===== src/rtl/core_sequencer_if.sv =====
// Host/core/memory bundle around the run-control sequencer.
// Pure wiring, no latency.
// host_ready is the only flow-control signal; there is no other backpressure.
interface core_sequencer_if #(
  parameter int AW = 8,
  parameter int DW = 8
);
  // host side
  logic          start;
  logic          host_valid;
  logic          host_ready;
  logic          host_last;
  logic [AW-1:0] host_addr;
  logic [DW-1:0] host_data;
  // core side
  logic          core_req;
  logic          core_done;
  logic          core_mem_wr;
  logic [AW-1:0] core_mem_addr;
  logic [DW-1:0] core_mem_din;
  // data memory port
  logic          mem_wr;
  logic [AW-1:0] mem_addr;
  logic [DW-1:0] mem_din;
  // status
  logic          busy;
  logic          finished;
  logic          timeout;
  logic [15:0]   run_cycles;

  // Host/bench view: drives requests and the core's outputs, observes the rest.
  modport master (
    output start, host_valid, host_last, host_addr, host_data,
    output core_done, core_mem_wr, core_mem_addr, core_mem_din,
    input  host_ready, core_req, mem_wr, mem_addr, mem_din,
    input  busy, finished, timeout, run_cycles
  );

  // Sequencer view.
  modport slave (
    input  start, host_valid, host_last, host_addr, host_data,
    input  core_done, core_mem_wr, core_mem_addr, core_mem_din,
    output host_ready, core_req, mem_wr, mem_addr, mem_din,
    output busy, finished, timeout, run_cycles
  );
endinterface


===== src/rtl/core_sequencer.sv =====
// Run control for one core execution: preload, reset release, run, stop, readback.
// start->host_ready 1 cycle; last load accept->core_req low RST_CYC+1 cycles.
// Loads are never stalled: host_ready is high for the whole LOAD state.
module core_sequencer #(
  parameter int          D       = 12,
  parameter int          AW      = 8,
  parameter int          DW      = 8,
  parameter int          RST_CYC = 2,    // 1..256
  parameter int unsigned TIMEOUT = 4095
) (
  input logic            clk,
  input logic            reset_n,
  core_sequencer_if.slave bus
);

  // The cycle budget can never exceed what the core's program counter spans.
  localparam int unsigned PC_MAX = (1 << D) - 1;
  localparam int unsigned BUDGET = (TIMEOUT > PC_MAX) ? PC_MAX : TIMEOUT;
  localparam logic [15:0] BUDGET_C = 16'(BUDGET);
  localparam logic [7:0]  RST_LAST = 8'(RST_CYC - 1);

  typedef enum logic [2:0] {
    S_IDLE,
    S_LOAD,
    S_RSTC,
    S_RUN,
    S_DONE
  } state_t;

  state_t      state_q, state_d;
  logic [7:0]  rst_cnt_q, rst_cnt_d;
  logic [AW:0] load_cnt_q, load_cnt_d;   // words written in the current load
  logic        finished_q, finished_d;
  logic        timeout_q, timeout_d;
  logic [15:0] run_cycles_q, run_cycles_d;
  logic [15:0] run_inc;

  logic          mem_wr_c;
  logic [AW-1:0] mem_addr_c;
  logic [DW-1:0] mem_din_c;

  // State and status registers; async reset parks the core in reset.
  always_ff @(posedge clk or negedge reset_n) begin
    if (!reset_n) begin
      state_q      <= S_IDLE;
      rst_cnt_q    <= '0;
      load_cnt_q   <= '0;
      finished_q   <= 1'b0;
      timeout_q    <= 1'b0;
      run_cycles_q <= '0;
    end else begin
      state_q      <= state_d;
      rst_cnt_q    <= rst_cnt_d;
      load_cnt_q   <= load_cnt_d;
      finished_q   <= finished_d;
      timeout_q    <= timeout_d;
      run_cycles_q <= run_cycles_d;
    end
  end

  // Next-state logic. The RUN cycle that ends the run is itself counted.
  always_comb begin
    state_d      = state_q;
    rst_cnt_d    = rst_cnt_q;
    load_cnt_d   = load_cnt_q;
    finished_d   = finished_q;
    timeout_d    = timeout_q;
    run_cycles_d = run_cycles_q;
    run_inc      = (run_cycles_q == 16'hFFFF) ? run_cycles_q : run_cycles_q + 16'd1;
    case (state_q)
      S_IDLE, S_DONE: begin
        if (bus.start) begin
          state_d      = S_LOAD;
          load_cnt_d   = '0;
          finished_d   = 1'b0;
          timeout_d    = 1'b0;
          run_cycles_d = '0;
        end
      end
      S_LOAD: begin
        if (bus.host_valid) begin
          load_cnt_d = load_cnt_q + 1'b1;
          if (bus.host_last) begin
            state_d   = S_RSTC;
            rst_cnt_d = '0;
          end
        end
      end
      S_RSTC: begin
        if (rst_cnt_q == RST_LAST) begin
          state_d   = S_RUN;
          rst_cnt_d = '0;
        end else begin
          rst_cnt_d = rst_cnt_q + 8'd1;
        end
      end
      S_RUN: begin
        run_cycles_d = run_inc;
        // Completion wins over a coincident budget expiry.
        if (bus.core_done) begin
          state_d    = S_DONE;
          finished_d = 1'b1;
        end else if (run_inc == BUDGET_C) begin
          state_d   = S_DONE;
          timeout_d = 1'b1;
        end
      end
      default: state_d = S_IDLE;
    endcase
  end

  // Memory port owner: host in LOAD, core in RUN, read-only host path otherwise.
  always_comb begin
    mem_wr_c   = 1'b0;
    mem_addr_c = bus.host_addr;
    mem_din_c  = bus.host_data;
    case (state_q)
      S_LOAD: mem_wr_c = bus.host_valid;
      S_RUN: begin
        mem_wr_c   = bus.core_mem_wr;
        mem_addr_c = bus.core_mem_addr;
        mem_din_c  = bus.core_mem_din;
      end
      default: ;
    endcase
  end

  // Moore outputs decoded from the registered state.
  assign bus.core_req   = (state_q != S_RUN);
  assign bus.host_ready = (state_q == S_LOAD);
  assign bus.busy       = (state_q == S_LOAD) || (state_q == S_RSTC) || (state_q == S_RUN);
  assign bus.finished   = finished_q;
  assign bus.timeout    = timeout_q;
  assign bus.run_cycles = run_cycles_q;
  assign bus.mem_wr     = mem_wr_c;
  assign bus.mem_addr   = mem_addr_c;
  assign bus.mem_din    = mem_din_c;

endmodule

===== src/flat_wrapper.sv =====
// flat-port wrapper written by rule: the top's interface ports become plain ports
module core_sequencer_flat 
#(
  parameter int          D       = 12,
  parameter int          AW      = 8,
  parameter int          DW      = 8,
  parameter int          RST_CYC = 2,             
  parameter int unsigned TIMEOUT = 4095
)
  (clk, reset_n, bus_start, bus_host_valid, bus_host_last, bus_host_addr, bus_host_data, bus_core_done, bus_core_mem_wr, bus_core_mem_addr, bus_core_mem_din, bus_host_ready, bus_core_req, bus_mem_wr, bus_mem_addr, bus_mem_din, bus_busy, bus_finished, bus_timeout, bus_run_cycles);
  core_sequencer_if #(.AW(AW), .DW(DW)) bus_i ();
  input logic clk;
  input logic reset_n;
  input wire logic [$bits(bus_i.start)-1:0] bus_start;
  input wire logic [$bits(bus_i.host_valid)-1:0] bus_host_valid;
  input wire logic [$bits(bus_i.host_last)-1:0] bus_host_last;
  input wire logic [$bits(bus_i.host_addr)-1:0] bus_host_addr;
  input wire logic [$bits(bus_i.host_data)-1:0] bus_host_data;
  input wire logic [$bits(bus_i.core_done)-1:0] bus_core_done;
  input wire logic [$bits(bus_i.core_mem_wr)-1:0] bus_core_mem_wr;
  input wire logic [$bits(bus_i.core_mem_addr)-1:0] bus_core_mem_addr;
  input wire logic [$bits(bus_i.core_mem_din)-1:0] bus_core_mem_din;
  output wire logic [$bits(bus_i.host_ready)-1:0] bus_host_ready;
  output wire logic [$bits(bus_i.core_req)-1:0] bus_core_req;
  output wire logic [$bits(bus_i.mem_wr)-1:0] bus_mem_wr;
  output wire logic [$bits(bus_i.mem_addr)-1:0] bus_mem_addr;
  output wire logic [$bits(bus_i.mem_din)-1:0] bus_mem_din;
  output wire logic [$bits(bus_i.busy)-1:0] bus_busy;
  output wire logic [$bits(bus_i.finished)-1:0] bus_finished;
  output wire logic [$bits(bus_i.timeout)-1:0] bus_timeout;
  output wire logic [$bits(bus_i.run_cycles)-1:0] bus_run_cycles;
  assign bus_i.start = bus_start;
  assign bus_i.host_valid = bus_host_valid;
  assign bus_i.host_last = bus_host_last;
  assign bus_i.host_addr = bus_host_addr;
  assign bus_i.host_data = bus_host_data;
  assign bus_i.core_done = bus_core_done;
  assign bus_i.core_mem_wr = bus_core_mem_wr;
  assign bus_i.core_mem_addr = bus_core_mem_addr;
  assign bus_i.core_mem_din = bus_core_mem_din;
  assign bus_host_ready = bus_i.host_ready;
  assign bus_core_req = bus_i.core_req;
  assign bus_mem_wr = bus_i.mem_wr;
  assign bus_mem_addr = bus_i.mem_addr;
  assign bus_mem_din = bus_i.mem_din;
  assign bus_busy = bus_i.busy;
  assign bus_finished = bus_i.finished;
  assign bus_timeout = bus_i.timeout;
  assign bus_run_cycles = bus_i.run_cycles;
  core_sequencer #(.D(D), .AW(AW), .DW(DW), .RST_CYC(RST_CYC), .TIMEOUT(TIMEOUT)) u_core (.clk(clk), .reset_n(reset_n), .bus(bus_i));
endmodule

===== config.mk =====
export PLATFORM = sky130hd
export DESIGN_NAME = core_sequencer_flat
export DESIGN_NICKNAME = d
export VERILOG_FILES = /design/src/rtl/core_sequencer_if.sv /design/src/rtl/core_sequencer.sv /design/src/flat_wrapper.sv
export SDC_FILE = /design/constraint.sdc
export NUM_CORES = 1
export LEC_CHECK = 0
export CAP_MARGIN = 20
export CORE_AREA = 2 2 72 74
export CTS_BUF_LIST = sky130_fd_sc_hd__clkbuf_4 sky130_fd_sc_hd__clkbuf_8 sky130_fd_sc_hd__clkbuf_16
export CTS_CLUSTER_DIAMETER = 40
export DETAILED_ROUTE_END_ITERATION = 7
export DIE_AREA = 0 0 74 76
export PLACE_DENSITY = 0.83
export SLEW_MARGIN = 20
export SYNTH_ARGS = -nofsm -noshare
export SYNTH_HDL_FRONTEND = slang
export SYNTH_SLANG_ARGS = --single-unit

===== constraint.sdc =====
create_clock -name clk -period 2.6 [get_ports clk]
set_input_delay 0.26 -clock clk [delete_from_list [all_inputs] [get_ports clk]]
set_output_delay 0.26 -clock clk [all_outputs]
set_load 0.02 [all_outputs]

==> impl_metrics.ini <==
[yosys]
synth.avg_cell_area_um2 = 7.91
yosysSeqAreaShare_pct = 34.5
distinct_cell_type_count_after_synthesis = 54
area_leader_netlist = sky130_fd_sc_hd__dfrtp_1
synth_commonest_cells = 75 x sky130_fd_sc_hd__nand2_1, 29 x sky130_fd_sc_hd__dfrtp_1, 24 x sky130_fd_sc_hd__o21ai_0
count_of_synthesis_stage_warnings_from_yosys = 0
post_synthesis_cell_area_um2 = 2100
ys_top_cells_by_area = sky130_fd_sc_hd__dfrtp_1 35%, sky130_fd_sc_hd__nand2_1 13%, sky130_fd_sc_hd__o21ai_0 5.7%
synth_async_sr_flop_share_pct = 100
netlist_instances = 266
post-synth-top-count-cell = sky130_fd_sc_hd__nand2_1
mappedNetlistNets = 308
yosys.area.top_type_share_pct = 34.5
number_of_enable_flip_flop_cells_after_synthesis = 0
synth_seq_cells = 29
synth_top_flop_cell = sky130_fd_sc_hd__dfrtp_1

[power]
fraction_of_power_spent_switching_nets_pct = 41.2
proportion_of_power_drawn_by_the_clock_network_pct = 19.0
internal_power_w = 0.00123
power-per-cell-area_nw_per_um2 = 674
net-switching-power_w = 0.000860
pwr-share-comb_pct = 51.8
total_leakage_power_nw = 1.31
seq_power_share_pct = 29.3
max-vdd-ir-drop_mv = 0.584
power.total_w = 0.00209

[route]
detail_route.wl_per_cell_um = 15.6
drt-pass1-iter-count = 4
totalWireLength_um = 6520
drc = 0
ant_nets = 0
detailroute.via_count = 2325
drt-initial-drc-count = 257
drt-vias-per-instance = 5.56

[sta]
setup_viol_count_final = 0
fmaxAchievable_mhz = 410
holdWs_ns = 0.353
timing_max_transition_violations_final = 0
post-route-period-util_pct = 93.8
relSlewSlack_pct = 57.4
final.min_clock_period_ns = 2.44
final.setup_skew_ns = 0.00634
finalHoldViolations = 0
fin_tns_setup_ns = 0
worst-slew-pin-transition_ns = 0.639

[cells_and_area]
area.growth.synth_to_final_pct = 47.4
final_core_util_pct = 63.1
diodes = 0
layout_cells_sized_above_1_pct = 9.77
nFillCells = 421
design.final.nets = 390

[floorplanning]
floorplan.io_pins = 77
fp.dieH_um = 76
row_count = 26
chip_width_um = 74
start_util_pct = 42.8
design.core.area_um2 = 4910
design.die.area_um2 = 5620

[worst_setup_path]
end_kind = primary output
element_type_at_the_critical_path_start = register
max_stage_delay_ns = 0.61
critPathKind = register to primary output
worst_path_max_delay_cell = sky130_fd_sc_hd__clkdlybuf4s50_1
worstPathRequired_ns = 2.34
worstPathCellList = and2b_1, and2_2, buf_6, nand2_1, nand2_1, clkdlybuf4s50_1
crit_arrival_ns = 2.18
timing.critical_path.buf_inv = 2
cp_max_fo = 20
crit_path_frequent_cell = sky130_fd_sc_hd__nand2_1
crit_family = buffers and inverters

[placed_design]
buffer_ports.inserted = 76
place.gp.congestion = 0.977
hpwl_reported_at_the_end_of_detailed_placement_um = 4790

[clocking]
cts.root.buffer_cell = sky130_fd_sc_hd__clkbuf_8
cts_max_level = 2
worst_skew_pair.late_latency_ns = 0.29
path_clk_slew_ns = 0.06
cts_tree = built
cts_hold_buffers = 0
cts_sinks = 29
cts_inserted_buffers = 5
cts_buffer_depth = 2

[global_routing]
grt_overflow_total = 0
track_usage_pct = 24.1
grt_pass1_vias = 2262
grt_first_pass_wirelength_um = 10800
largest_net_degree_at_the_start_of_global_routing = 30
antenna_found_initial = 0

[hold_path]
hold_path.class = primary input to async pin

[status]
status = completed

[run]
cap_viol_max_count = 0
## area by class of cell
class	count	area, µm²	share of cell area [%]
Tap cell	70	87.6	2.82
Multi-Input combinational cell	219	1320	42.7
Clock buffer	7	90.1	2.91
Sequential cell	29	727	23.4
Inverter	6	25.0	0.807
Timing Repair Buffer	87	847	27.3
## registers in the layout (all words and copies together) (netlist names)
register               flops
u_core.bus.run_cycles     16
u_core.rst_cnt_q           8
u_core.state_q             3
u_core.bus.finished        1
u_core.bus.timeout         1
## power by group through the flow
stage	Combinational (W)	Sequential (W)	Clock, W
detailed placement	0.00107	0.000618	0
global placement	0.00105	0.000610	0
floorplan	0.000586	0.000617	0
global route	0.00119	0.000627	0.000420
finish	0.00108	0.000611	0.000396
CTS	0.00108	0.000611	0.000399
## repair_timing
item	4_1_cts	5_1_grt
setup endpoints to repair	0	17
setup buffers	0	0
gates resized for setup	0	8
## metal layers
| layer | up-vias | share of wire, % | wire length (µm) | GRT usage, % |
|---|---|---|---|---|
| met1 | 1083 | 41 | 2700 | 30.6 |
| li1 | 1126 | - | - | - |
| met5 | - | 0 | 0 | 0 |
| met4 | 0 | 2.1 | 139 | 7.64 |
| met3 | 19 | 5.9 | 387 | 6.22 |
| met2 | 97 | 50 | 3290 | 39.6 |
## per-stage QoR
stage | instances | cell area (µm²) | worst slack (ns)
floorplan | 266 | 2100 | 0.246
global placement | 411 | 2980 | 0.376
detailed placement | 411 | 2980 | 0.173
CTS | 418 | 3070 | 0.0890
global route | 418 | 3100 | -0.0432
finish | 418 | 3100 | 0.162
## worst paths after layout
check,startpoint,depth (start not counted),end,slack (ns)
setup / recovery,u_core.state_q[2],6,bus_mem_din[6],0.16
hold / removal,reset_n,2,u_core.bus.run_cycles[1],0.35
setup reg to reg,u_core.bus.run_cycles[7],5,u_core.bus.timeout,0.18
hold reg to reg,u_core.bus.timeout,2,u_core.bus.timeout,0.52
max in group asynchronous,reset_n,2,u_core.bus.run_cycles[6],1.95
min in group clk,u_core.bus.timeout,2,u_core.bus.timeout,0.52
## cell families after synthesis
family | Yosys count | synth area share [%]
AOI/OAI and AO/OA | 64 | 19.5
xor gates and xnor gates | 1 | 0.416
adders and majority gates | 3 | 1.78
buffers and inverters | 18 | 3.57
DFF | 29 | 34.5
muxes | 9 | 4.28
and+or+nand+nor | 142 | 36.0
## placed cells by master, fill, tap and decap left out, types with 2 or more instances in the layout
| cell type | instances |
|---|---|
| sky130_fd_sc_hd__clkdlybuf4s50_1 | 76 |
| sky130_fd_sc_hd__nand2_1 | 75 |
| sky130_fd_sc_hd__dfrtp_1 | 28 |
| sky130_fd_sc_hd__o21ai_0 | 24 |
| sky130_fd_sc_hd__buf_4 | 10 |
| sky130_fd_sc_hd__nor2_1 | 9 |
| sky130_fd_sc_hd__a21oi_1 | 9 |
| sky130_fd_sc_hd__mux2i_1 | 9 |
| sky130_fd_sc_hd__nand3_1 | 8 |
| sky130_fd_sc_hd__nand4_1 | 6 |
| sky130_fd_sc_hd__clkbuf_8 | 6 |
| sky130_fd_sc_hd__inv_1 | 5 |
| sky130_fd_sc_hd__nand2b_1 | 5 |
| sky130_fd_sc_hd__o41ai_1 | 4 |
| sky130_fd_sc_hd__a31oi_1 | 4 |
| sky130_fd_sc_hd__nor3b_1 | 3 |
| sky130_fd_sc_hd__nor2b_1 | 3 |
| sky130_fd_sc_hd__o31ai_1 | 3 |
| sky130_fd_sc_hd__and3_1 | 3 |
| sky130_fd_sc_hd__o22ai_1 | 3 |
| sky130_fd_sc_hd__o211ai_1 | 3 |
| sky130_fd_sc_hd__nor4_1 | 3 |
| sky130_fd_sc_hd__nor3_1 | 3 |
| sky130_fd_sc_hd__ha_1 | 3 |
| sky130_fd_sc_hd__and2_1 | 2 |
| sky130_fd_sc_hd__a22o_1 | 2 |
| sky130_fd_sc_hd__nand4b_1 | 2 |
| sky130_fd_sc_hd__a21o_1 | 2 |
| sky130_fd_sc_hd__nand4_4 | 2 |
| sky130_fd_sc_hd__nor4_2 | 2 |
| sky130_fd_sc_hd__or3_1 | 2 |
| sky130_fd_sc_hd__o21a_1 | 2 |
Power figures use the tool's default switching activity.
